$ cat src/rtl/load_store_unit_if.sv
// rtl/load_store_unit_if.sv - request/response and memory-side bus of the load/store unit
//
// Purpose: groups the execute-stage request handshake, the response handshake
// and the single-port memory connection into one bundle.
// Modports:
//   slave  - the load/store unit (takes requests, drives memory outputs)
//   master - the environment (execute stage, response consumer, memory)
interface load_store_unit_if #(
  parameter int ADDR_BITS = 14
);
  logic                 req_valid;
  logic                 req_ready;
  logic                 req_write;
  logic [2:0]           req_funct3;
  logic [31:0]          req_addr;
  logic [31:0]          req_wdata;
  logic                 resp_valid;
  logic                 resp_ready;
  logic [31:0]          resp_rdata;
  logic                 resp_fault;
  logic [3:0]           mem_write_mask;
  logic [ADDR_BITS-1:0] mem_addr;
  logic [31:0]          mem_write_data;
  logic [31:0]          mem_read_data;

  modport slave (
    input  req_valid, req_write, req_funct3, req_addr, req_wdata,
    input  resp_ready, mem_read_data,
    output req_ready, resp_valid, resp_rdata, resp_fault,
    output mem_write_mask, mem_addr, mem_write_data
  );

  modport master (
    output req_valid, req_write, req_funct3, req_addr, req_wdata,
    output resp_ready, mem_read_data,
    input  req_ready, resp_valid, resp_rdata, resp_fault,
    input  mem_write_mask, mem_addr, mem_write_data
  );
endinterface

$ cat src/rtl/load_store_unit.sv
// rtl/load_store_unit.sv - RV32E byte-addressed load/store front end for a 32-bit word memory
//
// Purpose: turns one load/store request into a word address, lane-aligned
// write data and byte mask, then returns formatted load data or a fault.
// Ports:
//   clk   - clock, rising edge
//   rst_n - asynchronous active-low reset
//   bus   - load_store_unit_if.slave: req_* handshake in, resp_* handshake
//           out, mem_* to/from the synchronous single-port memory
module load_store_unit #(
  parameter int ADDR_BITS = 14
) (
  input  logic                clk,
  input  logic                rst_n,
  load_store_unit_if.slave    bus
);

  typedef enum logic [1:0] {
    IDLE,
    ACCESS,
    CAPTURE,
    RESP
  } state_t;

  state_t               state_q;
  logic                 req_ready_q;
  logic                 resp_valid_q;
  logic                 resp_fault_q;
  logic [31:0]          resp_rdata_q;
  logic [3:0]           mem_write_mask_q;
  logic [ADDR_BITS-1:0] mem_addr_q;
  logic [31:0]          mem_write_data_q;
  logic                 write_q;
  logic [2:0]           funct3_q;
  logic [1:0]           off_q;

  // Request decode (only meaningful while idle)
  logic [1:0]  req_off_d;
  logic        misaligned_d;
  logic        out_of_range_d;
  logic        illegal_d;
  logic        fault_d;
  logic [31:0] lane_data_d;
  logic [3:0]  lane_mask_d;

  assign req_off_d = bus.req_addr[1:0];

  always_comb begin
    misaligned_d   = 1'b0;
    out_of_range_d = |bus.req_addr[31:ADDR_BITS+2];
    illegal_d      = 1'b0;
    // funct3[1:0] is the access size for every legal encoding
    if (bus.req_funct3[1:0] == 2'b01) begin
      misaligned_d = req_off_d[0];
    end else if (bus.req_funct3[1:0] == 2'b10) begin
      misaligned_d = (req_off_d != 2'b00);
    end
    if (bus.req_write) begin
      illegal_d = bus.req_funct3[2] || (bus.req_funct3[1:0] == 2'b11);
    end else begin
      illegal_d = (bus.req_funct3 == 3'b011) || (bus.req_funct3 == 3'b110) ||
                  (bus.req_funct3 == 3'b111);
    end
    fault_d = misaligned_d || out_of_range_d || illegal_d;
  end

  // Store data is replicated across lanes so the mask alone selects the bytes
  always_comb begin
    lane_data_d = bus.req_wdata;
    lane_mask_d = 4'b1111;
    case (bus.req_funct3[1:0])
      2'b00: begin
        lane_data_d = {4{bus.req_wdata[7:0]}};
        lane_mask_d = 4'b0001 << req_off_d;
      end
      2'b01: begin
        lane_data_d = {2{bus.req_wdata[15:0]}};
        lane_mask_d = 4'b0011 << req_off_d;
      end
      default: begin
        lane_data_d = bus.req_wdata;
        lane_mask_d = 4'b1111;
      end
    endcase
  end

  // Load formatting from the captured offset and funct3
  logic [31:0] rd_shift_d;
  logic [7:0]  rd_byte_d;
  logic [15:0] rd_half_d;
  logic [31:0] load_fmt_d;

  always_comb begin
    rd_shift_d = bus.mem_read_data >> {off_q, 3'b000};
    rd_byte_d  = rd_shift_d[7:0];
    rd_half_d  = off_q[1] ? bus.mem_read_data[31:16] : bus.mem_read_data[15:0];
    case (funct3_q)
      3'b000:  load_fmt_d = {{24{rd_byte_d[7]}}, rd_byte_d};
      3'b001:  load_fmt_d = {{16{rd_half_d[15]}}, rd_half_d};
      3'b010:  load_fmt_d = bus.mem_read_data;
      3'b100:  load_fmt_d = {24'h000000, rd_byte_d};
      3'b101:  load_fmt_d = {16'h0000, rd_half_d};
      default: load_fmt_d = 32'h0000_0000;
    endcase
  end

  // Control FSM with all outputs registered
  always_ff @(posedge clk or negedge rst_n) begin
    if (!rst_n) begin
      state_q          <= IDLE;
      req_ready_q      <= 1'b0;
      resp_valid_q     <= 1'b0;
      resp_fault_q     <= 1'b0;
      resp_rdata_q     <= 32'h0000_0000;
      mem_write_mask_q <= 4'b0000;
      mem_addr_q       <= '0;
      mem_write_data_q <= 32'h0000_0000;
      write_q          <= 1'b0;
      funct3_q         <= 3'b000;
      off_q            <= 2'b00;
    end else begin
      case (state_q)
        IDLE: begin
          req_ready_q <= 1'b1;
          if (req_ready_q && bus.req_valid) begin
            req_ready_q  <= 1'b0;
            resp_rdata_q <= 32'h0000_0000;
            if (fault_d) begin
              // Faults skip the memory entirely, so the mask stays zero
              resp_fault_q <= 1'b1;
              resp_valid_q <= 1'b1;
              state_q      <= RESP;
            end else begin
              resp_fault_q <= 1'b0;
              mem_addr_q   <= bus.req_addr[ADDR_BITS+1:2];
              write_q      <= bus.req_write;
              funct3_q     <= bus.req_funct3;
              off_q        <= req_off_d;
              if (bus.req_write) begin
                mem_write_data_q <= lane_data_d;
                mem_write_mask_q <= lane_mask_d;
              end
              state_q <= ACCESS;
            end
          end
        end
        ACCESS: begin
          // Memory samples address/mask at the end of this cycle
          mem_write_mask_q <= 4'b0000;
          if (write_q) begin
            resp_valid_q <= 1'b1;
            state_q      <= RESP;
          end else begin
            state_q <= CAPTURE;
          end
        end
        CAPTURE: begin
          resp_rdata_q <= load_fmt_d;
          resp_valid_q <= 1'b1;
          state_q      <= RESP;
        end
        RESP: begin
          if (bus.resp_ready) begin
            resp_valid_q <= 1'b0;
            req_ready_q  <= 1'b1;
            state_q      <= IDLE;
          end
        end
        default: begin
          state_q <= IDLE;
        end
      endcase
    end
  end

  assign bus.req_ready      = req_ready_q;
  assign bus.resp_valid     = resp_valid_q;
  assign bus.resp_rdata     = resp_rdata_q;
  assign bus.resp_fault     = resp_fault_q;
  assign bus.mem_write_mask = mem_write_mask_q;
  assign bus.mem_addr       = mem_addr_q;
  assign bus.mem_write_data = mem_write_data_q;

endmodule
$ cat src/flat_wrapper.sv
// flat-port wrapper written by rule: the top's interface ports become plain ports
module load_store_unit_flat 
#(
  parameter int ADDR_BITS = 14
)
  (clk, rst_n, bus_req_valid, bus_req_write, bus_req_funct3, bus_req_addr, bus_req_wdata, bus_resp_ready, bus_mem_read_data, bus_req_ready, bus_resp_valid, bus_resp_rdata, bus_resp_fault, bus_mem_write_mask, bus_mem_addr, bus_mem_write_data);
  load_store_unit_if #(.ADDR_BITS(ADDR_BITS)) bus_i ();
  input  logic clk;
  input  logic rst_n;
  input wire logic [$bits(bus_i.req_valid)-1:0] bus_req_valid;
  input wire logic [$bits(bus_i.req_write)-1:0] bus_req_write;
  input wire logic [$bits(bus_i.req_funct3)-1:0] bus_req_funct3;
  input wire logic [$bits(bus_i.req_addr)-1:0] bus_req_addr;
  input wire logic [$bits(bus_i.req_wdata)-1:0] bus_req_wdata;
  input wire logic [$bits(bus_i.resp_ready)-1:0] bus_resp_ready;
  input wire logic [$bits(bus_i.mem_read_data)-1:0] bus_mem_read_data;
  output wire logic [$bits(bus_i.req_ready)-1:0] bus_req_ready;
  output wire logic [$bits(bus_i.resp_valid)-1:0] bus_resp_valid;
  output wire logic [$bits(bus_i.resp_rdata)-1:0] bus_resp_rdata;
  output wire logic [$bits(bus_i.resp_fault)-1:0] bus_resp_fault;
  output wire logic [$bits(bus_i.mem_write_mask)-1:0] bus_mem_write_mask;
  output wire logic [$bits(bus_i.mem_addr)-1:0] bus_mem_addr;
  output wire logic [$bits(bus_i.mem_write_data)-1:0] bus_mem_write_data;
  assign bus_i.req_valid = bus_req_valid;
  assign bus_i.req_write = bus_req_write;
  assign bus_i.req_funct3 = bus_req_funct3;
  assign bus_i.req_addr = bus_req_addr;
  assign bus_i.req_wdata = bus_req_wdata;
  assign bus_i.resp_ready = bus_resp_ready;
  assign bus_i.mem_read_data = bus_mem_read_data;
  assign bus_req_ready = bus_i.req_ready;
  assign bus_resp_valid = bus_i.resp_valid;
  assign bus_resp_rdata = bus_i.resp_rdata;
  assign bus_resp_fault = bus_i.resp_fault;
  assign bus_mem_write_mask = bus_i.mem_write_mask;
  assign bus_mem_addr = bus_i.mem_addr;
  assign bus_mem_write_data = bus_i.mem_write_data;
  load_store_unit #(.ADDR_BITS(ADDR_BITS)) u_core (.clk(clk), .rst_n(rst_n), .bus(bus_i));
endmodule
$ cat config.mk
export PLATFORM = sky130hd
export DESIGN_NAME = load_store_unit_flat
export DESIGN_NICKNAME = d
export VERILOG_FILES = /design/src/rtl/load_store_unit_if.sv /design/src/rtl/load_store_unit.sv /design/src/flat_wrapper.sv
export SDC_FILE = /design/constraint.sdc
export NUM_CORES = 1
export LEC_CHECK = 0
export BUFFER_PORTS_ARGS = -buffer_cell sky130_fd_sc_hd__buf_4
export CAP_MARGIN = 30
export CORE_MARGIN = 1
export CORE_UTILIZATION = 52
export CTS_CLUSTER_DIAMETER = 30
export CTS_CLUSTER_SIZE = 14
export DETAILED_ROUTE_END_ITERATION = 8
export PLACE_DENSITY_LB_ADDON = 0.15
export SETUP_SLACK_MARGIN = 0.4
export SLEW_MARGIN = 20
export SYNTH_ARGS = -nofsm -noshare
export SYNTH_HDL_FRONTEND = slang
export SYNTH_SLANG_ARGS = --single-unit
$ cat constraint.sdc
create_clock -name clk -period 3.6 [get_ports clk]
set_input_delay 1.08 -clock clk [delete_from_list [all_inputs] [get_ports clk]]
set_output_delay 1.08 -clock clk [all_outputs]
set_load 0.02 [all_outputs]
* Word-level counts from Yosys, hierarchy flattened
Index checks and enable logic that the tools add are counted.
Operators by class: shifts and indexed selects 3, muxes and demuxes 27, reduce and logical (&&, ||, !) cells 22, equality and inequality tests 19, bitwise logic cells 1
Operators by type and width (count):
- one-hot mux 32 bit (5 select lines) | 1
- one-hot mux 32 bit (2 select lines) | 2
- 2-to-1 mux 32 bit | 1
- right shift 32 x 5 -> 8 bit | 1
- 2-to-1 mux 16 bit | 1
- one-hot mux 4 bit (2 select lines) | 2
- OR reduction 16 bit | 1
- == test 3 bit (second input constant) | 4
- 2-to-1 mux 4 bit | 3
- AND reduction 4 bit | 3
- 2-to-1 mux 1 bit | 11
- == test 2 bit (second input constant) | 4
- one-hot mux 2 bit (4 select lines) | 1
- AND reduction 2 bit | 4
- nonzero test 2 bit | 4
- == test 3 x 2 -> 1 bit (second input constant) | 2
- 2-to-1 mux 2 bit | 3
- != test 2 x 1 -> 1 bit (second input constant) | 3
- != test 2 bit (second input constant) | 3
- logical OR 1 bit | 5
- == test 2 x 1 -> 1 bit (second input constant) | 2
- zero test 2 bit | 2
- one-hot mux 1 bit (4 select lines) | 1
- << shifter 1 x 2 -> 4 bit (first input constant) | 1
- other kinds (7) | 7
Storage, ports and cells: input bits 104, output and inout port bits 85, register bits after elaboration 93

* Longest topological paths before layout
Gate-level depths: netlist (run 1).
word-level depth 8, depth in mapped cells 8, gate-level depth less buffers 6

* Worst setup path after synthesis (run 1)
No wires, ideal clock.
path type input-to-reg, from input port bus_req_addr[23], to register u_core.mem_write_data_q[0] (netlist: u_core.bus.mem_write_data[0]), setup slack 0.865 ns, buffers on the path 1, data arrival time 2.608 ns, library setup time 0.127 ns, cell stages on the path 5, cell sequence nor4_1 -> o2111ai_2 -> nor3_4 -> buf_6 -> mux2_1
On the way: cells in the longest elaborated chain, start to end 5
Ends and longest elaborated chain:
- start: declaration | RTL line flat_wrapper.sv:13 | input wire logic [$bits(bus_i.req_addr)-1:0] bus_req_addr;
- OR reduction 16 bit | RTL line load_store_unit.sv:50 | out_of_range_d = |bus.req_addr[31:ADDR_BITS+2];
- logical OR 1 bit (2 in series) | RTL line load_store_unit.sv:64 | fault_d = misaligned_d || out_of_range_d || illegal_d;
- inverter 1 bit (no source line)
- AND reduction 4 bit (no source line)
- end signal: assignment | RTL line load_store_unit.sv:140 | mem_write_data_q <= lane_data_d;
- end: declaration | RTL line load_store_unit.sv:32 | logic [31:0] mem_write_data_q;
Every way passes these cells. A chain may end at the register's enable or synchronous reset.

* Final worst setup path (run 1)
from input port bus_req_addr[23], to register u_core.mem_write_data_q[30] (netlist: u_core.bus.mem_write_data[30])
Same word-level chain as after synthesis.

==> results of run 1 <==
## cell usage after synthesis, drive strengths merged
cell type,number
nor3,7
o31ai,2
nand2b,3
nor4,8
o21ai,41
nor2,9
clkbuf,16
o221ai,7
nand2,47
o2111a,1
a311oi,1
dfrtp,93
nor2b,1
a31oi,18
nor4b,1
a211o,1
nand3,12
a21bo,1
and3b,2
a21oi,33
and3,3
ha,4
o41ai,2
mux2,41
and2,1
o2111ai,1
mux4,1
mux2i,29
nor3b,2
a22o,15
a32o,1
inv,15
buf,16
o21bai,3
## worst max-delay path, stage by stage
cell and delay [ns]:
buf_4 0.11, nor4_1 0.43, o2111ai_2 0.37, nor3_4 0.29, buf_12 0.23, mux2_1 0.35
## cells by family after synthesis
| kind of cell | share of synthesized area [%] |
|---|---|
| buf+inv | 4.686 |
| fa+ha+maj | 1.071 |
| compound gates | 17.57 |
| mux | 16.58 |
| simple gates | 10.28 |
| flops | 49.81 |
## sequential cells by signal, indices dropped and copies added, names as in the netlist
signal,flops
u_core.funct3_q,3
u_core.off_q,2
u_core.state_q,2
u_core.bus.resp_rdata,32
u_core.bus.mem_write_data,32
u_core.bus.req_ready,1
u_core.write_q,1
u_core.bus.resp_valid,1
u_core.bus.mem_addr,14
u_core.bus.resp_fault,1
u_core.bus.mem_write_mask,4
## routing by layer
metal	up-vias	global-route usage (%)
li1	1953	-
met1	2013	36.38
met2	164	41.77
met3	21	7.009
met4	0	9.759
met5	-	0
## worst max path at each step
stage                     startpoint                            end  slack, ns  depth (start not counted)
finish              bus_req_addr[23]  u_core.bus.mem_write_data[30]       0.95                          6
global route        bus_req_addr[23]   u_core.bus.mem_write_data[1]       0.89                          6
CTS                 bus_req_addr[23]  u_core.bus.mem_write_data[30]       0.98                          6
detailed placement  bus_req_addr[23]  u_core.bus.mem_write_data[27]       0.61                          6
global placement    bus_req_addr[23]  u_core.bus.mem_write_data[25]       0.67                          6
floorplan           bus_req_addr[23]   u_core.bus.mem_write_data[0]       0.86                          5
## area by class of cell
type                    instances  share of cell area (%)
repair buffers                197                   23.65
inverters                      15                  0.8869
multi-input cells             298                   33.62
clock buffers                  11                   2.385
clock inverters                 5                  0.6701
flip-flops and latches         93                   36.66
well taps                     108                   2.129
## stage by stage
step,hold WS [ns],total power (W),std cells
2_1_floorplan,0.5001,0.002087,438
3_3_place_gp,0.4640,0.002605,710
3_5_place_dp,0.4717,0.002641,711
4_1_cts,0.4941,0.003317,727
5_1_grt,0.5114,0.003478,727
6_report,0.4860,0.003299,727
## report_power, final
group	internal (W)	switching (W)	leakage [nW]
registers	0.00124	0.000125	1.23
clock network	0.000298	0.000377	0.102
logic	0.000542	0.000715	1.96
==> flow_summary.toml, run 1 <==
[run_status]
outcome = "finished, final reports clean"

[logic_synthesis]
synth_cells = 438
syn_area_um2 = 4672
ys.warnings.count = 0
netlist.area_leader.share_pct = 49.81
ys_types = 43
syn_avg_cell_area_um2 = 10.67
ys_seq_area_share_pct = 49.81
synthTopCellsByArea = "dfrtp_1 50%, mux2_2 6.5%, mux2i_1 6.2%"
postSynthRegisterBits = 93
synth_area_leader_cell = "dfrtp_1"
syn-num-nets = 546

[drt]
via_per_inst = 5.710
wire_per_inst_um = 17.03
vias = 4151
met3WireLength_um = 856
route.detailed.drc = 0
firstDrtPassIters = 4
antenna_left = 0
dr.max_layer_used = "met4"
route.met2.wl_um = 5978
routed_wirelength_um = 12380
wl_met1_um = 5295
drt-initial-drc-count = 246

[final_layout]
diodes = 0
final_area_um2 = 6349
drive_gt1_share_pct = 40.71
final_common_cell = "buf_4"
multi_input_area_um2 = 2135
final_core_util_pct = 72.80
nFillCells = 640
seqCellArea_um2 = 2327
nNetsFinal = 722
most-common-layout-cells = "194 x buf_4, 93 x dfrtp_1, 47 x nand2_1"
area_growth_syn_to_layout_pct = 35.89

[sta]
slew_headroom_pct = 44.11
fin_tns_setup_ns = 0
finClkSkew_ns = 0.01358
maxSlewViolCount = 0
finalCritPeriodShare_pct = 73.47
grt_setup_unrepaired = "false"
tightest_slew_ns = 0.8366
max_freq_mhz = 378.1
setup_ws_ns = 0.9549
fin_crit_ns = 2.645
hold_viol = 0
setup_viol = 0

[hold_path]
min_path_cells = 2
hp-class = "flip-flop to flip-flop"
holdPathEnd = "u_core.bus.resp_rdata[22]"
worstHoldStart = "u_core.bus.resp_rdata[22]"

[clock_network]
postCtsHoldBufs = 0
root_buffer = "clkbuf_8"
clock_latency_ns = 0.35
cts_num_sinks = 93
cts_inserted_buffers = 9
cts.htree.levels = 3
clk_pin_slew_ns = 0.10
cts_buffer_depth = 2
cts_setup_buffers = 0
cts_resized = 0
cts_tree = "built"

[grt]
grt_max_degree = 51
grt_pass1_vias = 4201
globalRoute.totalOverflow = 0
grt_pass1_wl_um = 20420
grt_use_total_pct = 26.84
antenna_found_initial = 0

[flow_run]
maxCapViolCount = 0

[placement]
hpwl_um = 9091
place_area_um2 = 6155
place_congestion = 0.8589
io_buffer_count = 188
dp_slack_ns = 0.6078

[floorplanning]
dieArea_um2 = 9367
initial_core_util_pct = 53.57
core_um2 = 8721
die-height_um = 96.79
chipWidth_um = 96.79
rows = 34
ios = 189

[worst_setup_path]
timing.rr.end = "u_core.bus.resp_rdata[31]"
path_max_fanout = 33
reg2reg_slack_ns = 1.16
cp-end-kind = "flip-flop"
worstReg2RegStart = "u_core.state_q[0]"
critPathLaunchType = "input port"
worstPathRequired_ns = 3.82
cp_data_arrival_time_ns = 2.87
r2r_cells = 6
worstSetupPathType = "input port to flip-flop"

[power]
ir_drop_mv = 0.2612
power_leakage_nw = 3.299
p_per_area_nw_per_um2 = 519.7
No activity file was read; power rests on OpenSTA's default activity.
==> run 2: changes to the inputs <==
--- a/config.mk
+++ b/config.mk
@@ -8,7 +8,7 @@
 export BUFFER_PORTS_ARGS = -buffer_cell sky130_fd_sc_hd__buf_4
 export CAP_MARGIN = 30
 export CORE_MARGIN = 1
-export CORE_UTILIZATION = 52
+export CORE_UTILIZATION = 49
 export CTS_CLUSTER_DIAMETER = 30
 export CTS_CLUSTER_SIZE = 14
 export DETAILED_ROUTE_END_ITERATION = 8
==> constraint.sdc (replaced) <==
create_clock -name clk -period 2.5 [get_ports clk]
set_input_delay 0.75 -clock clk [delete_from_list [all_inputs] [get_ports clk]]
set_output_delay 0.75 -clock clk [all_outputs]
set_load 0.02 [all_outputs]
==> run 2 against run 1 <==
- first-iteration DRC count fell by 23%
- sequential cell count did not move
- critical path depth rose by 1
- sequential share of layout area fell by 2.7 points
- count of clock-buffer cells in the layout fell by 2
- combinational power rose by 53%
- cell count rose by 5.5%
- non-clock buffer count rose by 19
- clock skew fell by 0.0020 ns
- critical path type unchanged
- largest power group unchanged
==> flow_summary.toml, run 2 (same netlist as run 1, synthesis figures left out) <==
[flow_run]
maxCapViolCount = 0

[floorplanning]
dieArea_um2 = 9929
ios = 189
core_um2 = 9240
chipWidth_um = 99.65
initial_core_util_pct = 50.56
rows = 35
die-height_um = 99.65

[drt]
drt-initial-drc-count = 189
route.detailed.drc = 0
routed_wirelength_um = 13650
wire_per_inst_um = 17.79
vias = 4278
antenna_left = 0
firstDrtPassIters = 4
via_per_inst = 5.578

[final_layout]
nFillCells = 652
diodes = 0
seqCellArea_um2 = 2328
area_growth_syn_to_layout_pct = 46.84
most-common-layout-cells = "207 x buf_4, 92 x dfrtp_1, 46 x nand2_1"
drive_gt1_share_pct = 47.81
nNetsFinal = 741
multi_input_area_um2 = 2399
final_common_cell = "buf_4"
final_core_util_pct = 74.25
final_area_um2 = 6860

[clock_network]
cts.htree.levels = 3
root_buffer = "clkbuf_8"
postCtsHoldBufs = 0
cts_tree = "built"
cts_inserted_buffers = 9
cts_buffer_depth = 2
clock_latency_ns = 0.36
clk_pin_slew_ns = 0.09
cts_num_sinks = 93

[worst_setup_path]
path_max_fanout = 7
worstReg2RegStart = "u_core.state_q[0]"
cp_data_arrival_time_ns = 2.33
crit_path_end = "u_core.bus.mem_write_data[25]"
crit_path_frequent_cell = "buf_12"
cp_cell_sequence = "buf_4 -> o41ai_4 -> nand3_4 -> nor3_4 -> buf_12 -> buf_12 -> mux2_2"
crit_path_max_incr_delay_ns = 0.41
crit_buf_inv = 3
worst-path-stages = 7
worstSetupPathType = "input port to flip-flop"
r2r_cells = 8
path_delay_family = "buffers and inverters"
critPathLaunchType = "input port"
reg2reg_slack_ns = 0.46
cpMaxStageDelayCell = "o41ai_4"
worstPathRequired_ns = 2.74
cp-end-kind = "flip-flop"
timing.rr.end = "u_core.bus.mem_write_data[25]"
startpoint = "bus_req_addr[1]"

[grt]
grt_max_degree = 41
globalRoute.totalOverflow = 0
grt_use_total_pct = 26.77
grt_pass1_vias = 4135
antenna_found_initial = 0
grt_pass1_wl_um = 20820

[sta]
maxSlewViolCount = 0
hold_viol = 0
grt_setup_unrepaired = "false"
finalCritPeriodShare_pct = 83.40
slew_headroom_pct = 59.72
max_freq_mhz = 479.6
setup_viol = 0
fin_tns_setup_ns = 0
fin_crit_ns = 2.085
tightest_slew_ns = 0.6043
finClkSkew_ns = 0.01155

[power]
power_leakage_nw = 3.441
power.total_w = 0.004936
ir_drop_mv = 0.3587
p_per_area_nw_per_um2 = 719.5

[placement]
place_congestion = 0.8559
place_area_um2 = 6455
hpwl_um = 9695
io_buffer_count = 188

[hold_path]
hp-class = "input port to asynchronous set/reset pin"

[run_status]
outcome = "finished, final reports clean"
run 2: changes by cell type in the layout (fill, tap and decap cells not counted), moves of 3 or more:
cell     delta
a21oi_1    -10
mux2_2     -21
nor4_4      +4
buf_6       +3
mux2_1     -14
mux2_4     +35
buf_4      +13
a21oi_2    +10
run 2: stage by stage:
step                hold WS, ns  std cells  worst slack, ns
finish                   0.3623        767           0.4151
global route             0.3899        767           0.3733
CTS                      0.3807        758           0.4130
detailed placement       0.4756        742          0.04603
global placement         0.4652        742          0.08687
floorplan                0.4544        438           0.2252
run 2: metal layers:
metal  track usage, %  wire (um)  vias up
met3            5.130        912       15
met5                0          0        -
met2            44.60       6867      200
li1                 -          -     1985
met1            36.12       5656     2078
met4            6.900        210        0
run 2: power breakdown:
part	switching (W)	total (W)	internal, W
clock network	0.000568	0.00104	0.000468
registers	0.000186	0.00197	0.00179
logic	0.00108	0.00193	0.000849
total	0.00183	0.00494	0.00311
run 2: worst min path at each step:
stage / slack, ns / endpoint / start / cells past startpoint
6_report: 0.36 / u_core.bus.mem_addr[6] / rst_n / 1
2_1_floorplan: 0.45 / u_core.bus.mem_addr[0] / rst_n / 0
3_3_place_gp: 0.47 / u_core.bus.resp_rdata[29] / u_core.bus.resp_rdata[29] / 2
3_5_place_dp: 0.48 / u_core.bus.resp_rdata[29] / u_core.bus.resp_rdata[29] / 2
5_1_grt: 0.39 / u_core.bus.mem_addr[6] / rst_n / 1
4_1_cts: 0.38 / u_core.bus.mem_addr[6] / rst_n / 1
run 2: worst reg2reg max path, stage by stage, from the launching register on:
cell and delay, ns:
dfrtp_1 0.44, inv_2 0.10, ha_4 0.18, and3_4 0.22
nand2_2 0.13, nor3_4 0.24, buf_12 0.15, buf_12 0.12
mux2_2 0.33
run 2: cell type report:
cell class	instances	area share (%)
Multi-Input combinational cell	298	34.96
Clock inverter	7	1.076
Tap cell	129	2.353
Clock buffer	9	1.806
Timing Repair Buffer	216	25.04
Inverter	15	0.8207
Sequential cell	93	33.94
run 2: timing repair:
action                                  in CTS  in global routing
pin swaps                                    0                  4
cloned                                       0                  3
resized for setup                            5                 21
setup buffers                                0                  6
endpoints found under the setup margin      38                 39
==> run 3: changes to the inputs <==
==> constraint.sdc (replaced) <==
create_clock -name clk -period 2.03 [get_ports clk]
set_input_delay 0.609 -clock clk [delete_from_list [all_inputs] [get_ports clk]]
set_output_delay 0.609 -clock clk [all_outputs]
set_load 0.02 [all_outputs]
==> run 3 against run 2 <==
- clock skew grew 0.0011 ns
- global-route usage increased by 3.3 points
- first-iteration DRC count is 32% lower
- count of clock-buffer cells in the layout increased by 1
- largest power group is now combinational cells
- sequential share of layout area fell by 3.8 points
- sequential power rose by 23%
- worst setup slack got worse by 0.30 ns
- hold slack lost 0.30 ns
==> flow_summary.toml, run 3 (same netlist as run 1, synthesis figures left out) <==
[floorplanning]
die-height_um = 99.65
initial_core_util_pct = 50.56
chipWidth_um = 99.65
dieArea_um2 = 9929
core_um2 = 9240
ios = 189
rows = 35

[final_layout]
final_area_um2 = 7722
nFillCells = 527
nNetsFinal = 787
most-common-layout-cells = "220 x buf_4, 92 x dfrtp_1, 45 x nand2_1"
diodes = 0
area_growth_syn_to_layout_pct = 65.29
final_common_cell = "buf_4"
drive_gt1_share_pct = 56.73

[hold_path]
hp-class = "input port to asynchronous set/reset pin"

[clock_network]
root_buffer = "clkbuf_8"
cts_tree = "built"
cts_inserted_buffers = 9
cts.htree.levels = 3
clock_latency_ns = 0.37
postCtsHoldBufs = 0
cts_buffer_depth = 2
cts_num_sinks = 93
clk_pin_slew_ns = 0.10

[worst_setup_path]
crit_path_max_incr_delay_ns = 0.30
worstReg2RegStart = "u_core.state_q[0]"
r2r_cells = 8
cp_data_arrival_time_ns = 2.17
worstPathRequired_ns = 2.28
cp_cell_sequence = "buf_4 -> nor4_2 -> buf_4 -> nand3_4 -> nor3_4 -> buf_12 -> clkbuf_16 -> mux2_4"
critPathLaunchType = "input port"
cp-end-kind = "flip-flop"
cpMaxStageDelayCell = "mux2_4"
reg2reg_slack_ns = 0.17
path_max_fanout = 5
crit_path_frequent_cell = "buf_4"
worstSetupPathType = "input port to flip-flop"
timing.rr.end = "u_core.bus.mem_write_data[5]"

[sta]
tightest_slew_ns = 0.4268
grt_setup_unrepaired = "true"
finalCritPeriodShare_pct = 94.47
finClkSkew_ns = 0.01266
fin_crit_ns = 1.918
fin_worst_hold_slack_ns = 0.06435
slew_headroom_pct = 71.31
hold_viol = 0
max_freq_mhz = 521.5
setup_viol = 0
maxSlewViolCount = 0

[drt]
antenna_left = 0
vias = 4617
routed_wirelength_um = 15780
via_per_inst = 5.679
drt-initial-drc-count = 129
wire_per_inst_um = 19.41
firstDrtPassIters = 4
route.detailed.drc = 0

[grt]
grt_pass1_vias = 4723
grt_use_total_pct = 30.11
grt_pass1_wl_um = 23200
globalRoute.totalOverflow = 0
antenna_found_initial = 0
grt_max_degree = 54

[placement]
hpwl_um = 9953
place_area_um2 = 6694
io_buffer_count = 188
place_congestion = 0.8580

[power]
power.total_w = 0.006750
p_per_area_nw_per_um2 = 874.1
ir_drop_mv = 0.5647
power_leakage_nw = 3.798

[run_status]
outcome = "finished, final reports clean"

[flow_run]
maxCapViolCount = 0
## run 3: changes by cell type in the layout (fill, tap and decap cells not counted), moves of 7 or more
cell / delta
a21oi_4: +7
buf_6: +19
o21ai_1: +16
a21oi_2: +15
buf_4: +13
o21ai_0: -18
a21oi_1: -22
## run 3: where the power goes
part | switching [W] | internal, W
clock network | 0.000702 | 0.000457
registers | 0.000217 | 0.00220
logic | 0.00161 | 0.00156
## run 3: final cells by class
| cell class | instances | area [um2] | area share (%) |
|---|---|---|---|
| multi-input cells | 298 | 2654 | 34.36 |
| clock buffers | 10 | 127.6 | 1.653 |
| well taps | 129 | 161.4 | 2.090 |
| flip-flops and latches | 93 | 2328 | 30.15 |
| clock inverters | 6 | 47.55 | 0.6157 |
| inverters | 15 | 56.30 | 0.7291 |
| repair buffers | 262 | 2347 | 30.40 |
## run 3: worst max-delay path by stage
stage / startpoint / to / slack [ns] / cells after the start
final: bus_req_addr[18] / u_core.bus.mem_addr[8] / 0.11 / 8
after floorplan: bus_req_funct3[2] / u_core.bus.mem_write_data[0] / -0.10 / 5
after CTS: bus_req_funct3[2] / u_core.bus.mem_write_data[27] / 0.16 / 7
after global placement: bus_req_funct3[2] / u_core.bus.mem_write_data[27] / -0.16 / 6
after detailed placement: bus_req_funct3[2] / u_core.bus.mem_write_data[27] / -0.23 / 6
after global routing: bus_req_addr[18] / u_core.bus.mem_write_data[3] / 0.08 / 8
## run 3: through the flow
| step | utilization [%] | cells | setup slack (ns) | TNS (ns) |
|---|---|---|---|---|
| after floorplan | - | 438 | -0.1030 | -2.466 |
| after global placement | 72.44 | 754 | -0.1631 | -7.084 |
| after detailed placement | 72.44 | 754 | -0.2332 | -10.20 |
| after CTS | 79.38 | 797 | 0.1646 | 0 |
| after global routing | 83.57 | 813 | 0.07996 | 0 |
| final | 83.57 | 813 | 0.1123 | 0 |
## run 3: timing repair
item	CTS	global route
cloned	6	5
resized for setup	44	42
setup endpoints to repair	89	91
pin swaps	13	9
setup buffers	21	11
## run 3: worst max-delay path: cells and delay by family
| family | cells | cell delay [ns] |
|---|---|---|
| simple gates | 3 | 0.65 |
| buf+inv | 4 | 0.61 |
| mux | 1 | 0.30 |
## run 3: routing by layer
metal	routed length, um	global-route usage (%)
met1	6148	35.96
met2	8171	52.94
met3	1026	6.606
met4	437	11.88
met5	0	0
